--- src/rtl/rv_decode_stage.sv ---
// rv_decode_stage
// Registered decode stage for the RV32I subset ADDI/ADD/SUB/NOP.
// Fetch hands over raw instruction words on a valid/ready handshake. Each word
// is decoded combinationally and registered into a two-entry buffer (output
// register plus one skid register). Backpressure from execute therefore never
// drops or duplicates an instruction.
//
// Ports:
//   clk, rst        clock and asynchronous active-high reset
//   flush           drop everything buffered and anything accepted this cycle
//   in_valid/ready  fetch handshake; in_ready is registered (= skid empty)
//   in_instr/in_pc  raw instruction word and its PC
//   out_valid/ready execute handshake
//   out_pc .. out_illegal  decoded fields (op 0=NOP 1=ADDI 2=ADD 3=SUB 7=ILLEGAL)
//   decoded_cnt     saturating count of output handshakes
//   illegal_cnt     saturating count of output handshakes carrying an illegal op
module rv_decode_stage #(
  parameter int CNT_W = 16
) (
  input  logic             clk,
  input  logic             rst,
  input  logic             flush,
  input  logic             in_valid,
  output logic             in_ready,
  input  logic [31:0]      in_instr,
  input  logic [31:0]      in_pc,
  output logic             out_valid,
  input  logic             out_ready,
  output logic [31:0]      out_pc,
  output logic [2:0]       out_op,
  output logic [4:0]       out_rd,
  output logic [4:0]       out_rs1,
  output logic [4:0]       out_rs2,
  output logic [31:0]      out_imm,
  output logic             out_we,
  output logic             out_illegal,
  output logic [CNT_W-1:0] decoded_cnt,
  output logic [CNT_W-1:0] illegal_cnt
);

  localparam logic [2:0] OP_NOP     = 3'd0;
  localparam logic [2:0] OP_ADDI    = 3'd1;
  localparam logic [2:0] OP_ADD     = 3'd2;
  localparam logic [2:0] OP_SUB     = 3'd3;
  localparam logic [2:0] OP_ILLEGAL = 3'd7;

  localparam logic [6:0] OPC_OPIMM = 7'b0010011;
  localparam logic [6:0] OPC_OP    = 7'b0110011;
  localparam logic [6:0] F7_ADD    = 7'b0000000;
  localparam logic [6:0] F7_SUB    = 7'b0100000;

  localparam logic [CNT_W-1:0] CNT_ONE = {{(CNT_W-1){1'b0}}, 1'b1};
  localparam logic [CNT_W-1:0] CNT_MAX = {CNT_W{1'b1}};

  typedef struct packed {
    logic [31:0] pc;
    logic [2:0]  op;
    logic [4:0]  rd;
    logic [4:0]  rs1;
    logic [4:0]  rs2;
    logic [31:0] imm;
    logic        we;
    logic        illegal;
  } entry_t;

  logic [6:0] opcode;
  logic [2:0] funct3;
  logic [6:0] funct7;
  logic [4:0] rdField;
  logic [4:0] rs1Field;
  logic [4:0] rs2Field;

  entry_t decoded;

  entry_t out_q, out_d;
  entry_t skid_q, skid_d;
  logic   out_valid_q, out_valid_d;
  logic   skid_valid_q, skid_valid_d;
  logic   in_ready_q, in_ready_d;
  logic [CNT_W-1:0] dec_cnt_q, dec_cnt_d;
  logic [CNT_W-1:0] ill_cnt_q, ill_cnt_d;

  logic accept;
  logic drain;

  assign opcode   = in_instr[6:0];
  assign rdField  = in_instr[11:7];
  assign funct3   = in_instr[14:12];
  assign rs1Field = in_instr[19:15];
  assign rs2Field = in_instr[24:20];
  assign funct7   = in_instr[31:25];

  assign accept = in_valid && in_ready_q;
  assign drain  = out_valid_q && out_ready;

  // Decode the incoming word. Unsupported encodings collapse to an all-zero
  // entry tagged ILLEGAL so they still travel through the pipe in order.
  always_comb begin
    decoded    = '0;
    decoded.pc = in_pc;
    if (opcode == OPC_OPIMM && funct3 == 3'b000) begin
      decoded.rs1 = rs1Field;
      if (rdField == 5'd0) begin
        // ADDI to x0 is the canonical NOP: nothing to write, no immediate.
        decoded.op = OP_NOP;
      end else begin
        decoded.op  = OP_ADDI;
        decoded.rd  = rdField;
        decoded.imm = {{20{in_instr[31]}}, in_instr[31:20]};
        decoded.we  = 1'b1;
      end
    end else if (opcode == OPC_OP && funct3 == 3'b000 &&
                 (funct7 == F7_ADD || funct7 == F7_SUB)) begin
      decoded.op  = (funct7 == F7_SUB) ? OP_SUB : OP_ADD;
      decoded.rd  = rdField;
      decoded.rs1 = rs1Field;
      decoded.rs2 = rs2Field;
      // Writes to x0 are kept as real ops but must not touch the register file.
      decoded.we  = (rdField != 5'd0);
    end else begin
      decoded.op      = OP_ILLEGAL;
      decoded.illegal = 1'b1;
    end
  end

  // Buffer next-state. in_ready_q mirrors "skid empty", so an accept can only
  // happen while the skid register is free; the skid is the overflow slot used
  // only when the output register is holding under backpressure.
  always_comb begin
    out_d        = out_q;
    skid_d       = skid_q;
    out_valid_d  = out_valid_q;
    skid_valid_d = skid_valid_q;
    if (flush) begin
      out_valid_d  = 1'b0;
      skid_valid_d = 1'b0;
    end else if (!out_valid_q || drain) begin
      if (skid_valid_q) begin
        out_d        = skid_q;
        out_valid_d  = 1'b1;
        skid_valid_d = 1'b0;
      end else if (accept) begin
        out_d       = decoded;
        out_valid_d = 1'b1;
      end else begin
        out_valid_d = 1'b0;
      end
    end else if (accept) begin
      skid_d       = decoded;
      skid_valid_d = 1'b1;
    end
    in_ready_d = !skid_valid_d;
  end

  // Saturating statistics, advanced only by output handshakes (flush included).
  always_comb begin
    dec_cnt_d = dec_cnt_q;
    ill_cnt_d = ill_cnt_q;
    if (drain && dec_cnt_q != CNT_MAX) begin
      dec_cnt_d = dec_cnt_q + CNT_ONE;
    end
    if (drain && out_q.illegal && ill_cnt_q != CNT_MAX) begin
      ill_cnt_d = ill_cnt_q + CNT_ONE;
    end
  end

  // State registers; reset empties the buffer and holds off fetch.
  always_ff @(posedge clk or posedge rst) begin
    if (rst) begin
      out_q        <= '0;
      skid_q       <= '0;
      out_valid_q  <= 1'b0;
      skid_valid_q <= 1'b0;
      in_ready_q   <= 1'b0;
      dec_cnt_q    <= '0;
      ill_cnt_q    <= '0;
    end else begin
      out_q        <= out_d;
      skid_q       <= skid_d;
      out_valid_q  <= out_valid_d;
      skid_valid_q <= skid_valid_d;
      in_ready_q   <= in_ready_d;
      dec_cnt_q    <= dec_cnt_d;
      ill_cnt_q    <= ill_cnt_d;
    end
  end

  assign in_ready    = in_ready_q;
  assign out_valid   = out_valid_q;
  assign out_pc      = out_q.pc;
  assign out_op      = out_q.op;
  assign out_rd      = out_q.rd;
  assign out_rs1     = out_q.rs1;
  assign out_rs2     = out_q.rs2;
  assign out_imm     = out_q.imm;
  assign out_we      = out_q.we;
  assign out_illegal = out_q.illegal;
  assign decoded_cnt = dec_cnt_q;
  assign illegal_cnt = ill_cnt_q;

endmodule

--- config.mk ---
export PLATFORM = sky130hd
export DESIGN_NAME = rv_decode_stage
export DESIGN_NICKNAME = d
export VERILOG_FILES = /design/src/rtl/rv_decode_stage.sv
export SDC_FILE = /design/constraint.sdc
export NUM_CORES = 1
export LEC_CHECK = 0
export CORE_UTILIZATION = 27
export DETAILED_ROUTE_END_ITERATION = 10
export GPL_TIMING_DRIVEN = 0
export HOLD_SLACK_MARGIN = 0.06
export PLACE_DENSITY_LB_ADDON = 0.08
export SLEW_MARGIN = 20
export SYNTH_ARGS = -nofsm -noshare
export SYNTH_HDL_FRONTEND = slang
export SYNTH_SLANG_ARGS = --single-unit
--- constraint.sdc ---
create_clock -name clk -period 7.25 [get_ports clk]
set_input_delay 1.45 -clock clk [delete_from_list [all_inputs] [get_ports clk]]
set_output_delay 1.45 -clock clk [all_outputs]
set_load 0.02 [all_outputs]
# After elaboration in Yosys (flattened, before gate mapping)
# Index checks and enable logic that the tools add are counted.
# Widths: inputs -> output; s select.
# totals
regBits,203
inputBits,69
out_inout_bits,118
elab_cells,72
# op_classes
addsub,2
eq_ne,5
mux,22
bitwise,2
n_reduce_logical,20
# op_table
operator,count
$mux 84,2
$mux 33,1
$add 16x1->16 const B,2
$mux 32,1
$ne 16x16->1 const B,2
$mux 15,1
$eq 7x6->1 const B,2
$mux 1,13
$mux 13,1
$mux 5,2
$logic_and 1x1->1,8
$eq 7x5->1 const B,1
$logic_not 7->1,1
$reduce_and 3->1,2
$logic_not 5->1,1
$reduce_bool 5->1,1
$reduce_bool 2->1,2
$logic_not 3->1,1
$mux 3,1
$logic_not 1->1,2
$logic_or 1x1->1,2
$not 1->1,2

# Longest topological paths before layout
# Gate-level depths: netlist of run 1.
# logic_depth
ltp_word,7
mapped_depth,8
mapped_depth_nobuf,6

# Worst setup path before layout of run 1
# Ideal clock, no wire load.
# synth_timing
path_type,input to register
startpoint,input in_instr[2]
endpoint,register skid_q[49] (netlist name)
t_arrival_ns,2.494
setup_slack_ns,4.615
path_stages,4
path_buffers,1
cell_sequence,nor4_1 > o211a_1 > clkbuf_1 > a31oi_1
# synth_via
elab_chain_cells,5
# synth_lines
item,line_no,source
from (decl),25,"input logic [31:0] in_instr,"
$eq 7x6->1,112,end else if (opcode == OPC_OP && funct3 == 3'b000 &&
$logic_and 1x1->1 (2 in a row),112,
$mux 3,112,
$mux 13 *,101,if (opcode == OPC_OPIMM && funct3 == 3'b000) begin
to (signal assigned),179,skid_q <= skid_d;
to (decl),76,"entry_t skid_q, skid_d;"
# Every way passes the cells marked *; elsewhere a longest branch is shown, timed or not.
# A chain may end at the register's enable or synchronous reset.

==> metrics.md, run 1 <==
| Metric | Value |
|---|---|
| Status | `finished clean` |
| Core Rows | `59` |
| Fin. Hold Viols | `0` |
| Largest net degree at the start of global routing | `97` |
| Clk network pwr share | `34.6%` |
| DPL Wire Length | `14900 microns` |
| I/O Pins | `187` |
| Synth Area in Adders | `0.350%` |
| Synth Warn # | `0` |
| DIE AREA | `27100 sq um` |
| Asr flop ratio synth | `100%` |
| RSZ-0062 raised after global routing | `no` |
| Total power | `2.43 mW` |
| Critical-path maximum fanout | `22` |
| Num Clock Sinks | `161` |
| Compound-Gate Fraction of Synth Area | `9.81%` |
| Finished Layout Cells | `1293` |
| Hold Crit Class | `reg -> reg` |
| Setup TNS | `0 ps` |
| Startpoint class of the critical path | `flip-flop` |
| Worst skew pair latency | `430 ps` |
| Main flop type after synthesis | `dfrtp_1` |
| Final Max Slew Viols | `0` |
| Commonest cells after routing, fill and taps aside | `193 x nand2_1, 186 x clkdlybuf4s50_1, 161 x dfrtp_1` |
| Maximum clock insertion buffer count | `2` |
| Area share of the leading cell type in the synthesized netlist | `56.4%` |
| Worst IR Drop VDD | `104 uV` |
| Worst slew margin | `47.3%` |
| Worst-Margin Slew | `791 ps` |
| Sw power | `0.735 mW` |
| Placed insts | `1261` |
| Util after Layout | `38.5%` |
| Number of flops mapped to enable cells by yosys | `0` |
| Mux cell area share after synthesis | `5.39%` |
| Pwr/cell area | `243 nW/um^2` |
| Int Pwr | `1.70 mW` |
| Post-Synth XOR/XNOR Area | `3.07%` |
| First-pass GRT wire length | `33200 microns` |
| Top cells by area, synth | `dfrtp_1 56%, nand2_1 10%, mux2i_1 4.8%` |
| Vias per Instance | `4.54` |
| # nets final | `1016` |
| Worst EP arrival | `1970 ps` |
| Tcrit/Tclk final | `47.1%` |
| Routability cong. | `0.765` |
| Overall routing resource usage | `16.1%` |
| Place WS | `3440 ps` |
| LEAKAGE | `4.44 nW` |
| Max Clock Skew | `18.3 ps` |
| Fin crit period | `3420 ps` |
| Top Metal Used | `met4` |
| Grt ovf | `0` |
| # DRC | `0` |
| Layout cells sized above 1 | `8.36%` |
| Sw Ratio | `30.2%` |
| Met1 WL | `9980 microns` |
| Syn avg cell area | `9.67 sq um` |
| Crit Path Category | `reg -> out` |
| CTS tree | `built` |
| Starting density of the core | `27.5%` |
| Post-synth top area cell | `dfrtp_1` |
| Synth-to-Final Area Change | `40.0%` |
| DR WL/cell | `16.3 microns` |
| Core box area | `26000 sq um` |
| DRT Wirelength | `21100 microns` |
| Syn Inst Count | `739` |
| Final WS setup | `3830 ps` |
| Req. time, crit path | `5800 ps` |
| Share of power burned in registers | `45.5%` |
| Routed via count | `5876` |
| WL met3 | `1270 microns` |
| Seq. cell area | `4030 sq um` |
| Largest family of logic cells by synthesized area | `simple AND/OR/NAND/NOR gates` |
| CTS Hold Bufs | `0` |
| Number of max-cap violations | `0` |
| Simple-gate share of the synthesized area | `20.2%` |
| Die W | `165 microns` |
| Clk slew on worst S/H paths | `60 ps` |
| Drt first-iter violations | `300` |
| Synth unique cells | `47` |
| # resized after CTS | `0` |
| Final setup fails | `0` |
| # fillers | `2644` |
| Comb pwr share | `19.8%` |
| Number of global-route vias before repair | `5881` |
| Detail Route Antenna Nets | `0` |
| Post-synth net total | `810` |
| Setup Buffers After CTS | `0` |
| IO buf count | `186` |
| Die Ht | `165 microns` |
| Cell Area, Synth | `7140 sq um` |
| Root Driver | `clkbuf_16` |
| 1st-pass router iterations | `7` |
| F_max | `293 MHz` |
| Initial antenna violation count | `1` |
| H-tree depth | `4` |
| Seq/Total Area, Yosys | `56.4%` |
| Met2 WL | `9700 microns` |
| Seq cells post-synth | `161` |
| CTS Buf Count | `17` |
| Most common library cell in the layout ignoring fill and taps | `nand2_1` |
| Area of the multi-input gates | `2780 sq um` |
| Crit end category | `primary output` |
state kept, by name, indices dropped and copies added (netlist names), 3 cells and up:
name and flops:
out_op 3, out_pc 32, skid_q 63, out_rs1 5, decoded_cnt 16, out_rd 5, out_rs2 5, illegal_cnt 16
out_imm 12
metal layers:
metal | vias to the layer above | track usage (%)
met2 | 144 | 25.4
met4 | 0 | 4.75
li1 | 2912 | -
met5 | - | 0
met3 | 6 | 4.70
met1 | 2814 | 21.4
cells in the mapped netlist, types with 3 or more instances:
master	instances
nand3_1	36
nor4_1	4
clkbuf_1	23
mux2i_1	34
a22o_1	5
nor2_1	36
and3_1	17
dfrtp_1	161
o21ai_1	8
buf_4	22
nand2_1	193
xor2_1	11
a21o_1	6
nand4_1	8
xnor2_1	14
buf_1	3
nor2_2	3
a21oi_1	42
o21ai_0	57
buf_2	12
nor3_1	5
mux2_2	4
inv_1	4
cell families (layout without fill, tap and decap cells):
family	after synthesis	after routing
simple gates	322	322
flops	161	161
compound gates	127	127
buf+inv	64	282
mux	38	38
xor+xnor	25	25
fa+ha+maj	2	2
other cells	0	1
power by group through the flow:
stage	combinational [mW]	clock, mW	sequential, mW
2_1_floorplan	0.156	0	1.19
3_3_place_gp	0.485	0	1.13
3_5_place_dp	0.492	0	1.12
4_1_cts	0.492	0.876	1.11
5_1_grt	0.533	0.912	1.13
6_report	0.483	0.843	1.11
stage by stage:
step                      cell area [sq um]  hold slack (ps)
final                                 10000              464
after global routing                  10000              495
after CTS                             10000              470
after detailed placement               9460              456
after global placement                 9420              450
after floorplan                        7140              439
final timing paths:
check                                        start                     endpoint  slack (ps)  depth (start not counted)
max in group asynchronous                      rst       out_pc[27]$_DFFE_PP0P_        4920                          3
setup reg to reg            skid_valid_q$_DFF_PP0_        out_op[0]$_DFFE_PP0P_        5030                          8
setup / recovery           out_imm[30]$_DFFE_PP0P_                  out_imm[22]        3830                          2
hold reg to reg             skid_q[45]$_DFFE_PP0P_       skid_q[45]$_DFFE_PP0P_         460                          2
hold / removal              skid_q[45]$_DFFE_PP0P_       skid_q[45]$_DFFE_PP0P_         460                          2
min in group asynchronous                      rst  decoded_cnt[12]$_DFFE_PP0P_        1470                          2
area by class of cell:
cell class | count | area share, %
Antenna cell | 1 | 0.0250
Buffer | 60 | 3.23
Clock buffer | 18 | 4.39
Clock inverter | 13 | 1.03
Inverter | 4 | 0.225
Multi-Input combinational cell | 514 | 27.8
Sequential cell | 161 | 40.3
Tap cell | 335 | 4.19
Timing Repair Buffer | 187 | 18.9
critical path: stages (launching register included):
cell	delay (ps)
dfrtp_1	740
buf_4	210
clkdlybuf4s50_1	600
No activity file was read; power rests on OpenSTA's default activity.
==> inputs of run 2 (changes only) <==
- clock period: 7.25 -> 2.75 ns (I/O delays scaled with it)
==> metrics.md, run 2 (synthesized netlist as in run 1, its figures left out) <==
| Metric | Value |
|---|---|
| Status | `finished clean` |
| CTS Hold Bufs | `0 (unchanged)` |
| Met1 GRT Util | `23.3% (+1.9 points)` |
| H-tree depth | `4 (unchanged)` |
| Worst hold slack | `467 ps (+3.03 ps)` |
| CTS tree | `built` |
| DR WL/cell | `16.5 microns (+1.3%)` |
| Root Driver | `clkbuf_16` |
| Largest net degree at the start of global routing | `31 (-68%)` |
| Kind of cell adding the most delay to the critical path | `buffers and inverters` |
| DIE AREA | `27100 sq um (unchanged)` |
| Clk slew on worst S/H paths | `60 ps (about the same)` |
| Worst skew pair latency | `420 ps (about the same)` |
| Place WS | `-141 ps (-3580 ps)` |
| Most common library cell in the layout ignoring fill and taps | `nand2_1` |
| Setup Buffers After CTS | `0 (unchanged)` |
| Final setup fails | `0 (unchanged)` |
| # DRC | `0 (unchanged)` |
| CP Cell Sequence | `buf_4 -> clkdlybuf4s50_1` |
| R2r setup slk | `470 ps (-4560 ps)` |
| Overall routing resource usage | `16.5% (+0.32 points)` |
| Endpoint of the worst hold path | `skid_q[46]$_DFFE_PP0P_` |
| DRT Wirelength | `21400 microns (+1.5%)` |
| Routed via count | `5833 (-0.73%)` |
| Worst slew margin | `48.6% (+1.3 points)` |
| F_max | `399 MHz` |
| 1st-pass router iterations | `5 (-2)` |
| Startpoint class of the critical path | `flip-flop` |
| Worst path bufs/invs | `2 (unchanged)` |
| Layout cells sized above 1 | `8.64% (+0.28 points)` |
| Crit Path Category | `reg -> out` |
| Final Max Slew Viols | `0 (unchanged)` |
| Reg2Reg Depth | `8 (unchanged)` |
| Core Rows | `59 (unchanged)` |
| GR Util met3 | `5.25% (+0.55 points)` |
| Number of global-route vias before repair | `5767 (-1.9%)` |
| GRT Max-Usage Layer | `met2` |
| Final WS setup | `242 ps (-3590 ps)` |
| Commonest cells after routing, fill and taps aside | `193 x nand2_1, 186 x clkdlybuf4s50_1, 161 x dfrtp_1` |
| LEAKAGE | `4.52 nW (+1.8%)` |
| Initial antenna violation count | `1 (unchanged)` |
| I/O Pins | `187 (unchanged)` |
| First-pass GRT wire length | `33800 microns (+2.0%)` |
| Drt first-iter violations | `338 (+13%)` |
| Critical-path maximum fanout | `22 (unchanged)` |
| Crit end category | `primary output` |
| Tcrit/Tclk final | `91.2%` |
| Die Ht | `165 microns (unchanged)` |
| CTS Buf Count | `17 (unchanged)` |
| Largest Register | `skid_q` |
| Routability cong. | `0.744 (-2.7%)` |
| Detail Route Antenna Nets | `0 (unchanged)` |
| GR Util met2 | `24.2% (-1.1 points)` |
| Hold_sp | `skid_q[46]$_DFFE_PP0P_` |
| Util after Layout | `39.1% (+0.64 points)` |
| Worst path slowest cell | `dfrtp_1` |
| Core box area | `26000 sq um (unchanged)` |
| Hold Crit Class | `reg -> reg` |
| WHS Path Cells | `2 (unchanged)` |
| Grt ovf | `0 (unchanged)` |
| Maximum clock insertion buffer count | `2 (unchanged)` |
| Vias per Instance | `4.50 (-0.96%)` |
| Die W | `165 microns (unchanged)` |
| Critical R2R Capture | `out_pc[29]$_DFFE_PP0P_` |
| Fin crit period | `2510 ps` |
| Num Clock Sinks | `161 (unchanged)` |
| Pwr/cell area | `663 nW/um^2 (+170%)` |
| # resized after CTS | `0 (unchanged)` |
| Synth-to-Final Area Change | `42.4%` |
| Reg2reg start | `skid_valid_q$_DFF_PP0_` |
| # nets final | `1021 (+0.49%)` |
| Worst EP arrival | `1960 ps (about the same)` |
| Worst IR Drop VDD | `315 uV (+200%)` |
| Max Clock Skew | `9.52 ps (-8.78 ps)` |
| N_diodes | `0 (-1)` |
| Starting density of the core | `27.5% (unchanged)` |
| Fin. Hold Viols | `0 (unchanged)` |
| DPL Wire Length | `15300 microns (+3.1%)` |
| RSZ-0062 raised after global routing | `no` |
| Max reg flops | `63 (unchanged)` |
| Req. time, crit path | `2200 ps (-3600 ps)` |
| Critical Path Max Stage Delay | `730 ps (about the same)` |
| Worst-Margin Slew | `771 ps (-20.2 ps)` |
| Number of max-cap violations | `0 (unchanged)` |
| IO buf count | `186 (unchanged)` |
run 2: metrics by stage:
| step | power [mW] | setup TNS, ps | cells | area, sq um |
|---|---|---|---|---|
| CTS | 6.86 | 0 | 1296 | 10200 |
| finish | 6.74 | 0 | 1296 | 10200 |
| detailed placement | 4.27 | -4350 | 1266 | 9560 |
| floorplan | 3.55 | 0 | 739 | 7150 |
| global placement | 4.25 | -252410 | 1260 | 9430 |
| global route | 7.11 | 0 | 1296 | 10200 |
run 2: worst min-delay path: stages, from the launching register on:
cell and delay (ps):
dfrtp_1 340, nand2_1 50, nand2_1 40
run 2: per-layer routing:
metal | wire, microns | vias up
met2 | 9390 | 166
li1 | - | 2902
met3 | 1600 | 8
met5 | 0 | -
met4 | 155 | 0
met1 | 10200 | 2757
run 2: layout make-up:
cell class	count	area, sq um
fill	2653	15800
inverter	4	18.8
multi-input combinational	514	2780
clock inverter	12	184
sequential	161	4030
clock buffer	18	429
timing repair buffer	192	1990
buffer	60	323
tap	335	419
run 2: worst max-delay path by stage:
stage,slack (ps),end,startpoint,depth (start not counted)
2_1_floorplan,160,decoded_cnt[0]$_DFFE_PP0P_,rst,1
3_3_place_gp,-1560,skid_q[62]$_DFFE_PP0P_,rst,2
3_5_place_dp,-140,skid_q[52]$_DFFE_PP0P_,out_ready,8
4_1_cts,170,out_imm[27],out_imm[30]$_DFFE_PP0P_,2
5_1_grt,90,out_imm[27],out_imm[30]$_DFFE_PP0P_,2
6_report,240,out_imm[27],out_imm[30]$_DFFE_PP0P_,2
run 2: power breakdown:
part	total (mW)	switching (mW)	internal [mW]
sequential	2.92	0.240	2.68
clock	2.52	1.00	1.52
combinational	1.30	0.674	0.624
total	6.74	1.92	4.82
